<file path="config.mk">
export PLATFORM = sky130hd
export DESIGN_NAME = lod_expand
export DESIGN_NICKNAME = d
export VERILOG_FILES = /design/src/rtl/lod_expand.sv
export SDC_FILE = /design/constraint.sdc
export NUM_CORES = 1
export LEC_CHECK = 0
export BUFFER_PORTS_ARGS = -buffer_cell sky130_fd_sc_hd__buf_2
export CAP_MARGIN = 0
export CORE_MARGIN = 10
export CORE_UTILIZATION = 25
export DETAILED_ROUTE_END_ITERATION = 8
export PLACE_DENSITY_LB_ADDON = 0.08
export SLEW_MARGIN = 20
export SYNTH_ARGS = -nofsm -noshare
export SYNTH_HDL_FRONTEND = slang
export SYNTH_SLANG_ARGS = --single-unit
</file>
<file path="constraint.sdc">
create_clock -name clk -period 2.45 [get_ports clk]
set_input_delay 0.1225 -clock clk [delete_from_list [all_inputs] [get_ports clk]]
set_output_delay 0.1225 -clock clk [all_outputs]
set_load 0.1 [all_outputs]
</file>
<file path="src/rtl/lod_expand.sv">
// lod_expand: rebuilds a WIDTH-bit magnitude from a truncated mantissa and the
// leading-one position reported by the detector. Two-stage valid/ready pipeline
// with full backpressure.
// Optional feature macro: LOD_COMP_FILL_EN (half-LSB fill of truncated bits).
module lod_expand #(
    parameter int WIDTH = 16,
    parameter int MW    = 8,
    parameter int PW    = 4
) (
    input  logic             clk,
    input  logic             rst,
    input  logic             in_valid,
    output logic             in_ready,
    input  logic [MW-1:0]    in_mant,
    input  logic [PW-1:0]    in_pos,
    output logic             out_valid,
    input  logic             out_ready,
    output logic [WIDTH-1:0] out_data,
    output logic             out_err
);

    logic             v1;
    logic [MW-1:0]    mant1;
    logic [PW-1:0]    s1;
    logic             err1;
    logic             adv1;
    logic             adv2;
    logic [PW-1:0]    s_in;
    logic             err_in;
    logic [WIDTH-1:0] data_nx;

    // Stage advance: a stage moves when it is empty or the next stage moves
    always_comb begin
        adv2     = !out_valid || out_ready;
        adv1     = !v1 || adv2;
        in_ready = adv1;
    end

    // Input decode: shift amount and malformed-input detection
    always_comb begin
        logic above;
        logic hit;
        s_in   = '0;
        err_in = 1'b0;
        above  = 1'b0;
        hit    = 1'b0;
        for (int unsigned i = 0; i < MW; i++) begin
            if (i > 32'(in_pos)) above = above | in_mant[i];
            if (i == 32'(in_pos)) hit = in_mant[i];
        end
        if (in_pos >= PW'(MW - 1)) begin
            s_in   = in_pos - PW'(MW - 1);
            err_in = !in_mant[MW-1];
        end else begin
            err_in = above || !hit;
        end
        // A zero mantissa carries no position information, so it is never malformed
        if (in_mant == '0) err_in = 1'b0;
    end

    // Stage 2 result: mantissa shifted back into place, optional half-LSB fill
    always_comb begin
        data_nx = WIDTH'(mant1) << s1;
`ifdef LOD_COMP_FILL_EN
        if (s1 != '0 && mant1 != '0) data_nx = data_nx | (WIDTH'(1) << (s1 - PW'(1)));
`endif
    end

    // Stage 1 register: capture mantissa, shift amount and error flag
    always_ff @(posedge clk) begin
        if (rst) begin
            v1    <= 1'b0;
            mant1 <= '0;
            s1    <= '0;
            err1  <= 1'b0;
        end else if (adv1) begin
            v1 <= in_valid;
            if (in_valid) begin
                mant1 <= in_mant;
                s1    <= s_in;
                err1  <= err_in;
            end
        end
    end

    // Stage 2 register: output beat, held while downstream stalls
    always_ff @(posedge clk) begin
        if (rst) begin
            out_valid <= 1'b0;
            out_data  <= '0;
            out_err   <= 1'b0;
        end else if (adv2) begin
            out_valid <= v1;
            if (v1) begin
                out_data <= data_nx;
                out_err  <= err1;
            end
        end
    end

endmodule

</file>
## Word level (Yosys, flattened, before mapping)

Index checks and enable logic that the tools add are counted.

- Add/sub/neg operators: 1
- Order comparisons: 8
- Eq/ne operators: 7
- Shift-type cells: 1
- Multiplexer cells: 18
- Bitwise logic cells: 6
- Reduce and logical (&&, ||, !) cells: 11

Operators by type and width:

| operator | number |
|---|---|
| 1-bit 2-to-1 mux | 17 |
| 3-bit by 4-bit equality test with 1-bit output (first input constant) | 4 |
| 3-bit by 4-bit > comparator with 1-bit output (first input constant) | 4 |
| 8-bit by 4-bit left shift with 16-bit output | 1 |
| 2-bit by 4-bit equality test with 1-bit output (first input constant) | 2 |
| 2-bit by 4-bit > comparator with 1-bit output (first input constant) | 2 |
| 8-bit logical NOT | 1 |
| 1-bit OR | 6 |
| 1-bit by 4-bit equality test with 1-bit output (first input constant) | 1 |
| 4-bit by 3-bit greater-or-equal comparator with 1-bit output (second input constant) | 1 |
| 1-bit by 4-bit > comparator with 1-bit output (first input constant) | 1 |
| 1-bit logical NOT | 4 |
| 4-bit logical NOT | 1 |
| 4-bit 2-to-1 mux | 1 |
| 2-bit AND reduction | 2 |
| 4-bit by 3-bit subtractor with 4-bit output (second input constant) | 1 |
| 1-bit logical OR | 3 |

- Register bits: 32
- Input bits: 16
- Word-level logic and storage cells: 59

## Longest topological paths before layout

Gate-level depths: netlist of run 1.

- Depth in word-level cells: 17
- Depth in mapped cells: 7

## Worst setup path before layout of run 1

No wires, ideal clock.

- Path kind: register to register
- Start: register out_valid
- End: register mant1[4]
- Setup time: 71 ps
- Arrival: 2278 ps
- Slack: 101 ps
- Stages on the path, launching flop included: 5
- Buffers on the path: 1
- Period minus slack after synthesis: 2349 ps
- Cell sequence: dfxtp_1 -> nand3b_1 -> clkbuf_1 -> nand3_1 -> a21oi_1

- Longest elaborated chain between the ends: 4

Ends and longest elaborated chain:

| what | line | RTL |
|---|---|---|
| start: declaration | 16 | `output logic out_valid,` |
| start signal: assignment | 93 | `out_valid <= v1;` |
| 1-bit logical NOT | 34 | `adv2 = !out_valid \|\| out_ready;` |
| 1-bit logical OR | 34 |  |
| 1-bit logical OR | 35 | `adv1 = !v1 \|\| adv2;` |
| named net in_ready | 13 | `output logic in_ready,` |
| 2-bit AND reduction (no line) | -- |  |
| end signal: assignment | 79 | `mant1 <= in_mant;` |
| end: declaration | 23 | `logic [MW-1:0] mant1;` |

The timed path passes the listed nets, and every way through them passes these cells.
A chain may end at the register's enable or synchronous reset.

## Final worst setup path of run 1

- Start: register s1[0]
- End: register out_data[12]

- Longest elaborated chain between the ends: 1

Ends and longest elaborated chain:

| what | line | RTL |
|---|---|---|
| start: declaration | 24 | `logic [PW-1:0] s1;` |
| start signal: assignment | 80 | `s1 <= s_in;` |
| 8-bit by 4-bit left shift with 16-bit output | 63 | `data_nx = WIDTH'(mant1) << s1;` |
| end signal: assignment | 95 | `out_data <= data_nx;` |
| end: declaration | 18 | `output logic [WIDTH-1:0] out_data,` |

Every way passes these cells.

==> results.md, run 1 <==
- Result of the run: complete, no violations
- MaxCap Viol Count: 0
- Worst hold margin: 0.125 ns
- Number of cells traversed by the worst register-to-register path: 5
- Final worst path period share: 0.712
- Initial drt markers: 62
- Insertion delay of the later-clocked pin in the worst-skew pair: 0.28 ns
- Final routed DRC violation total: 0
- Clock tree root buffer cell: clkbuf_8
- Yosys warnings: 0
- Critical path class: reg -> reg
- Maximum frequency from static timing analysis: 0.573 GHz
- Number of antenna violations at the first check in global routing: 0
- Standard cell with the maximum stage delay on the critical path: mux4_2
- CTS H-tree depth: 2
- # Post-CTS Setup Buffers: 0
- RSZ-0062 raised after global routing: false
- Last weighted congestion value of the routability-driven placer: 0.823
- Period minus WS final: 1.75 ns
- Maximum fanout encountered on the critical timing path: 7
- Number of setup violations in the final report: 0
- Vias in the first global route: 1610
- Element type at the critical path end: flop
- Relative area change from synthesis to final layout: 19.3%
- Startpoint of the lowest-slack register-to-register path: s1[0]$_SDFFE_PP0P_
- Buf+Inv Stages, Crit Path: 0
- Worst min-delay path class: in -> reg
- Detailed-router iteration count before antenna repair: 4
- Final sum of negative setup slack: 0 ns
- Overall die area: 10900 um^2
- Clock edge transition at the registers on the reported setup and hold paths: 0.07 ns
- Detailed placer's ending HPWL: 3.87 mm
- Power density cells: 611 nW/um^2
- Area of the multi-input gates: 1030 um^2
- Cells after Synth: 218
- Slew at the pin closest to its max-slew limit: 0.627 ns
- Max Transition Viols Final: 0
- Final layout net count: 265
- Fraction of layout instances using a drive strength above 1: 0.215
- Average wire per cell in the routed design: 15.1 um
- Crit path from: s1[0]$_SDFFE_PP0P_
- Total of cells resized after clock tree synthesis: 0
- Kind of cell with the highest combined delay on the critical path: multiplexers
- Number of storage elements in the synthesis netlist: 32
- Worst clock skew: 0.00704 ns
- Vias: 1672
- Die W: 104 um
- Worst relative slew slack: 0.582
- I/O pin cnt: 35
- Number of placement rows: 30
- Total wirelength of the detailed-routed design: 5.18 mm
- Arr. time, crit path: 1.89 ns
- Detail Route Antenna Nets: 0
- Number of enable flip-flop cells after synthesis: 0
- Worst setup slack after layout: 0.705 ns
- CTS tree: done
- Num CTS Buffers: 5
- I/O Buffers: 34
- GR Util All Layers: 0.0930
- GRT Residual Overflow: 0
- Nets in the synthesized netlist: 237
- Startpoint type of the worst setup path: flop
- Core area: 6830 um^2
- Pin count of the biggest net entering global routing: 33
- Number of hold-repair buffers added at the cts stage: 0
- Final count of hold timing violations: 0
- Area of placed instances: 2010 um^2
- Cells along the critical path: mux4_2, nand2_1, o21ai_2, a221oi_2, nor3_1
- Area of all sequential standard cells: 641 um^2
- Critical path data required time: 2.60 ns
- Post-Synthesis Cell Area: 1780 um^2
- Mean area per synthesized cell: 8.14 um^2
- Via density per instance: 4.87
- Ys async rst share: 0
- Critical path depth: 5
- Antenna diode count: 0
- Internal reg-to-reg setup slack: 0.70 ns
- Critical path destination: out_data[12]$_SDFFE_PP0P_
- Initial core utilization: 0.260
- Max Buffers Root-to-Sink: 2
- Max VDD drop: 0.271 mV
- Die height: 104 um
- Yosys cell types: 43
- Fraction of the yosys area taken by sequential cells: 0.361
- Leakage dissipation: 0.000834 uW
- Largest stage delay on the critical path: 0.57 ns
- Clock sink count: 32
- Worst setup slack before clock tree synthesis: 0.699 ns
- Synth Flop Type: dfxtp_1
- FILL cells: 781
- First-pass GRT wire length: 8.41 mm
- End of the worst register-to-register path: out_data[12]$_SDFFE_PP0P_
- Total non-filler cell area in the finished layout: 2120 um^2
-- worst register-to-register path, stage by stage (launching register included) --
cell,delay [ns]
dfxtp_1,0.51
mux4_2,0.57
nand2_1,0.10
o21ai_2,0.08
a221oi_2,0.28
nor3_1,0.07
-- how the worst min path moves through the flow --
stage / startpoint / to / slack [ns] / cells after the start
2_1_floorplan: rst / out_data[11]$_SDFFE_PP0P_ / 0.20 / 1
3_3_place_gp: in_mant[0] / mant1[0]$_SDFFE_PP0P_ / 0.42 / 3
3_5_place_dp: in_mant[0] / mant1[0]$_SDFFE_PP0P_ / 0.42 / 3
4_1_cts: in_mant[0] / mant1[0]$_SDFFE_PP0P_ / 0.12 / 3
5_1_grt: in_mant[0] / mant1[0]$_SDFFE_PP0P_ / 0.14 / 3
6_report: in_mant[0] / mant1[0]$_SDFFE_PP0P_ / 0.12 / 3
-- sequential cells by signal, indices dropped and copies added, names as in the netlist --
name	cells
err1	1
mant1	8
out_data	16
out_err	1
out_valid	1
s1	4
v1	1
-- power breakdown --
| part | internal [uW] | total, uW | switching (uW) |
|---|---|---|---|
| logic | 70.3 | 233 | 163 |
| clock network | 302 | 496 | 194 |
| registers | 541 | 566 | 25.0 |
| total | 913 | 1300 | 382 |
-- cells in the mapped netlist, types with 2 or more instances --
master | count | area [um^2]
and2_1 | 2 | 12.5
a221oi_1 | 3 | 26.3
nor3_1 | 4 | 20.0
dfxtp_1 | 32 | 641
nand2_1 | 30 | 113
buf_6 | 2 | 22.5
clkbuf_1 | 11 | 41.3
a21oi_1 | 24 | 120
inv_1 | 6 | 22.5
a211o_1 | 2 | 17.5
o21ai_1 | 2 | 10.0
mux2i_1 | 3 | 30.0
mux2_2 | 3 | 33.8
nand3b_1 | 2 | 15.0
nand3_1 | 13 | 65.1
nor4_1 | 5 | 31.3
mux4_2 | 4 | 90.1
nand4_1 | 2 | 12.5
a22oi_1 | 7 | 52.6
o21ai_0 | 7 | 35.0
nor2b_1 | 2 | 12.5
nor2_1 | 20 | 75.1
nand2b_1 | 3 | 18.8
a2bb2oi_1 | 2 | 17.5
a211oi_1 | 2 | 15.0
a31oi_1 | 3 | 18.8
buf_2 | 2 | 10.0
nor3b_1 | 3 | 22.5
ha_1 | 3 | 37.5
-- metal layers --
layer  wire length, um  track usage  share of wire  up-vias
met2              2320        0.136           0.45       36
met3               212       0.0304          0.041        2
met5                 0            0              0        -
met1              2620        0.126           0.51      788
li1                  -            -              -      846
met4                24       0.0268         0.0046        0
-- metrics by stage --
stage	util	total power, uW	std cells
after global placement	0.294	815	335
after global routing	0.310	1360	343
after CTS	0.310	1320	343
after floorplan	-	749	218
final	0.310	1300	343
after detailed placement	0.294	813	335
-- cells in the final DEF, fill, tap and decap left out, types with 2 or more instances in the layout --
master	synthesis	final
a22oi_1	7	7
mux2_2	3	3
nor3_1	4	4
a21oi_1	24	24
o21ai_0	7	7
nand3_1	13	13
buf_2	2	34
mux2i_1	3	3
nand4_1	2	2
a2bb2oi_1	2	2
a221oi_1	3	3
o21ai_1	2	2
nor3b_1	3	3
mux4_2	4	4
a211o_1	2	2
and2_1	2	2
nor2b_1	2	2
nor2_1	20	20
inv_1	6	6
nor4_1	5	5
ha_1	3	3
nand3b_1	2	2
nand2b_1	3	3
a211oi_1	2	2
clkbuf_8	0	5
dfxtp_1	32	32
buf_4	0	3
a31oi_1	3	3
nand2_1	30	30
-- cell families after synthesis --
family          count (synthesis)  synth area share
buf+inv                        22            0.0564
flops                          32             0.361
compound gates                 60             0.218
fa+ha+maj                       3            0.0211
mux                            11             0.101
xor+xnor                        1           0.00493
simple gates                   89             0.237
-- layout make-up --
class,count,area share
Multi-Input combinational cell,164,0.488
Sequential cell,32,0.302
Timing Repair Buffer,37,0.0910
Tap cell,96,0.0567
Clock buffer,6,0.0343
Clock inverter,2,0.0165
Inverter,6,0.0106
Note: power is estimated with default switching activity, not from simulation.
==> run 2, diff against run 1 <==
==> constraint.sdc (replaced) <==
create_clock -name clk -period 1.45 [get_ports clk]
set_input_delay 0.0725 -clock clk [delete_from_list [all_inputs] [get_ports clk]]
set_output_delay 0.0725 -clock clk [all_outputs]
set_load 0.1 [all_outputs]
==> run 2 against run 1 <==
  * The run now ends with setup timing left
  * Clock skew is 0.00062 ns lower
  * Critical path depth is 1 lower
  * Setup slack worse by 0.74 ns
  * Cell count is 6.4% higher
  * Largest cell class unchanged
  * Highest routed layer unchanged
==> results.md, run 2 (synthesized netlist as in run 1, its figures left out) <==
- Antenna diode count: 0
- Leakage dissipation: 0.000979 uW
- Detailed-router iteration count before antenna repair: 4
- Post-layout total power: 2250 uW
- Biggest regs: out_data x16, mant1 x8, s1 x4
- Initial drt markers: 49
- Detailed placer's ending HPWL: 4.13 mm
- RSZ-0062 raised after global routing: true
- Die height: 104 um
- Die W: 104 um
- Power density cells: 935 nW/um^2
- Slew at the pin closest to its max-slew limit: 0.494 ns
- Final routed DRC violation total: 0
- Commonest cells after routing, fill and taps aside: buf_2 (33), dfxtp_1 (29), nand2_1 (27)
- I/O Buffers: 34
- Initial core utilization: 0.260
- Overall die area: 10900 um^2
- Final count of hold timing violations: 0
- Clock tree root buffer cell: clkbuf_8
- Number of placement rows: 30
- Max Buffers Root-to-Sink: 2
- I/O pin cnt: 35
- Number of antenna violations at the first check in global routing: 0
- Number of hold-repair buffers added at the cts stage: 0
- Via density per instance: 4.67
- Max VDD drop: 0.510 mV
- Element type at the critical path end: flop
- Final worst path period share: 1.02
- Fin util: 0.353
- Last weighted congestion value of the routability-driven placer: 0.809
- Maximum frequency from static timing analysis: 0.674 GHz
- Worst relative slew slack: 0.673
- Result of the run: complete, but fails checks
- Final layout net count: 287
- Vias in the first global route: 1755
- Violations in the final reports: setup timing
- Fraction of layout instances using a drive strength above 1: 0.349
- Average wire per cell in the routed design: 14.5 um
- Insertion delay of the later-clocked pin in the worst-skew pair: 0.27 ns
- Clock sink count: 32
- Number of setup violations in the final report: 5
- Total wirelength of the detailed-routed design: 5.29 mm
- Num CTS Buffers: 5
- Largest register by flop count: out_data
- FILL cells: 763
- Relative area change from synthesis to final layout: 35.7%
- Worst setup slack after layout: -0.0326 ns
- Worst min-delay path class: in -> reg
- First-pass GRT wire length: 9.07 mm
- Most common cell after layout, fill and taps aside: buf_2
- Pin count of the biggest net entering global routing: 20
- CTS H-tree depth: 2
- Number of flip-flops under the largest register name: 16
- Worst Hold Depth: 3
- Clock edge transition at the registers on the reported setup and hold paths: 0.07 ns
- Worst clock skew: 0.00642 ns
- Maximum fanout encountered on the critical timing path: 7
- Max Transition Viols Final: 0
- Vias: 1704
- Number of cells traversed by the worst register-to-register path: 4
- Critical path data required time: 1.62 ns
- GR Util All Layers: 0.0991
- Period minus WS final: 1.48 ns
- Arr. time, crit path: 1.65 ns
- Detail Route Antenna Nets: 0
- CTS tree: done
- Core area: 6830 um^2
- Startpoint type of the worst setup path: flop
- GRT Residual Overflow: 0
- Critical path class: reg -> reg
- MaxCap Viol Count: 0
## run 2: cell types whose count changed in the layout (fill, tap and decap cells not counted), sizes merged
| cell | delta |
|---|---|
| buf | +22 |
## run 2: final timing paths
| check | from | end | slack (ns) |
|---|---|---|---|
| setup reg to reg | s1[0]$_SDFFE_PP0P_ | out_data[5]$_SDFFE_PP0P_ | -0.03 |
| hold / removal | in_mant[0] | mant1[0]$_SDFFE_PP0P_ | 0.07 |
| setup / recovery | s1[0]$_SDFFE_PP0P_ | out_data[5]$_SDFFE_PP0P_ | -0.03 |
| hold reg to reg | out_err$_SDFFE_PP0P_ | out_err$_SDFFE_PP0P_ | 0.45 |
## run 2: report_power, final
| group | internal (uW) | switching (uW) |
|---|---|---|
| Combinational | 172 | 303 |
| Sequential | 912 | 35.1 |
| Clock | 510 | 322 |
| Total | 1590 | 660 |
## run 2: metrics by stage
step                      instances  area [um^2]  setup WS (ns)  setup TNS (ns)  hold slack, ns
after floorplan                 218         1800        -0.0288         -0.0373           0.152
after global placement          357         2230         -0.158          -0.561           0.374
after detailed placement        357         2230         -0.196          -0.734           0.368
after CTS                       365         2360        -0.0361         -0.0955          0.0649
after global routing            365         2410         -0.106          -0.671          0.0626
final                           365         2410        -0.0326         -0.0636          0.0745
## run 2: what timing repair did
item,CTS,global route
gates resized for setup,9,12
pin swaps,0,7
setup endpoints to repair,11,14
setup buffers,0,0
## run 2: layout make-up
class / instances / area [um^2] / area share
multi-input combinational: 164 / 1110 / 0.459
sequential: 32 / 652 / 0.271
timing repair buffer: 59 / 402 / 0.167
tap: 96 / 120 / 0.0498
clock buffer: 6 / 72.6 / 0.0301
clock inverter: 2 / 35.0 / 0.0145
inverter: 6 / 22.5 / 0.00935
## run 2: critical path: stages (launching register included)
cell,delay (ns)
dfxtp_4,0.40
mux4_2,0.52
mux2_4,0.29
a22oi_2,0.12
nor2_1,0.05
## run 2: layer usage
metal | GRT usage | vias up | share of wire
li1 | - | 890 | -
met1 | 0.132 | 786 | 0.50
met2 | 0.150 | 26 | 0.46
met3 | 0.0341 | 2 | 0.034
met4 | 0.0209 | 0 | 0.0062
met5 | 0 | - | 0
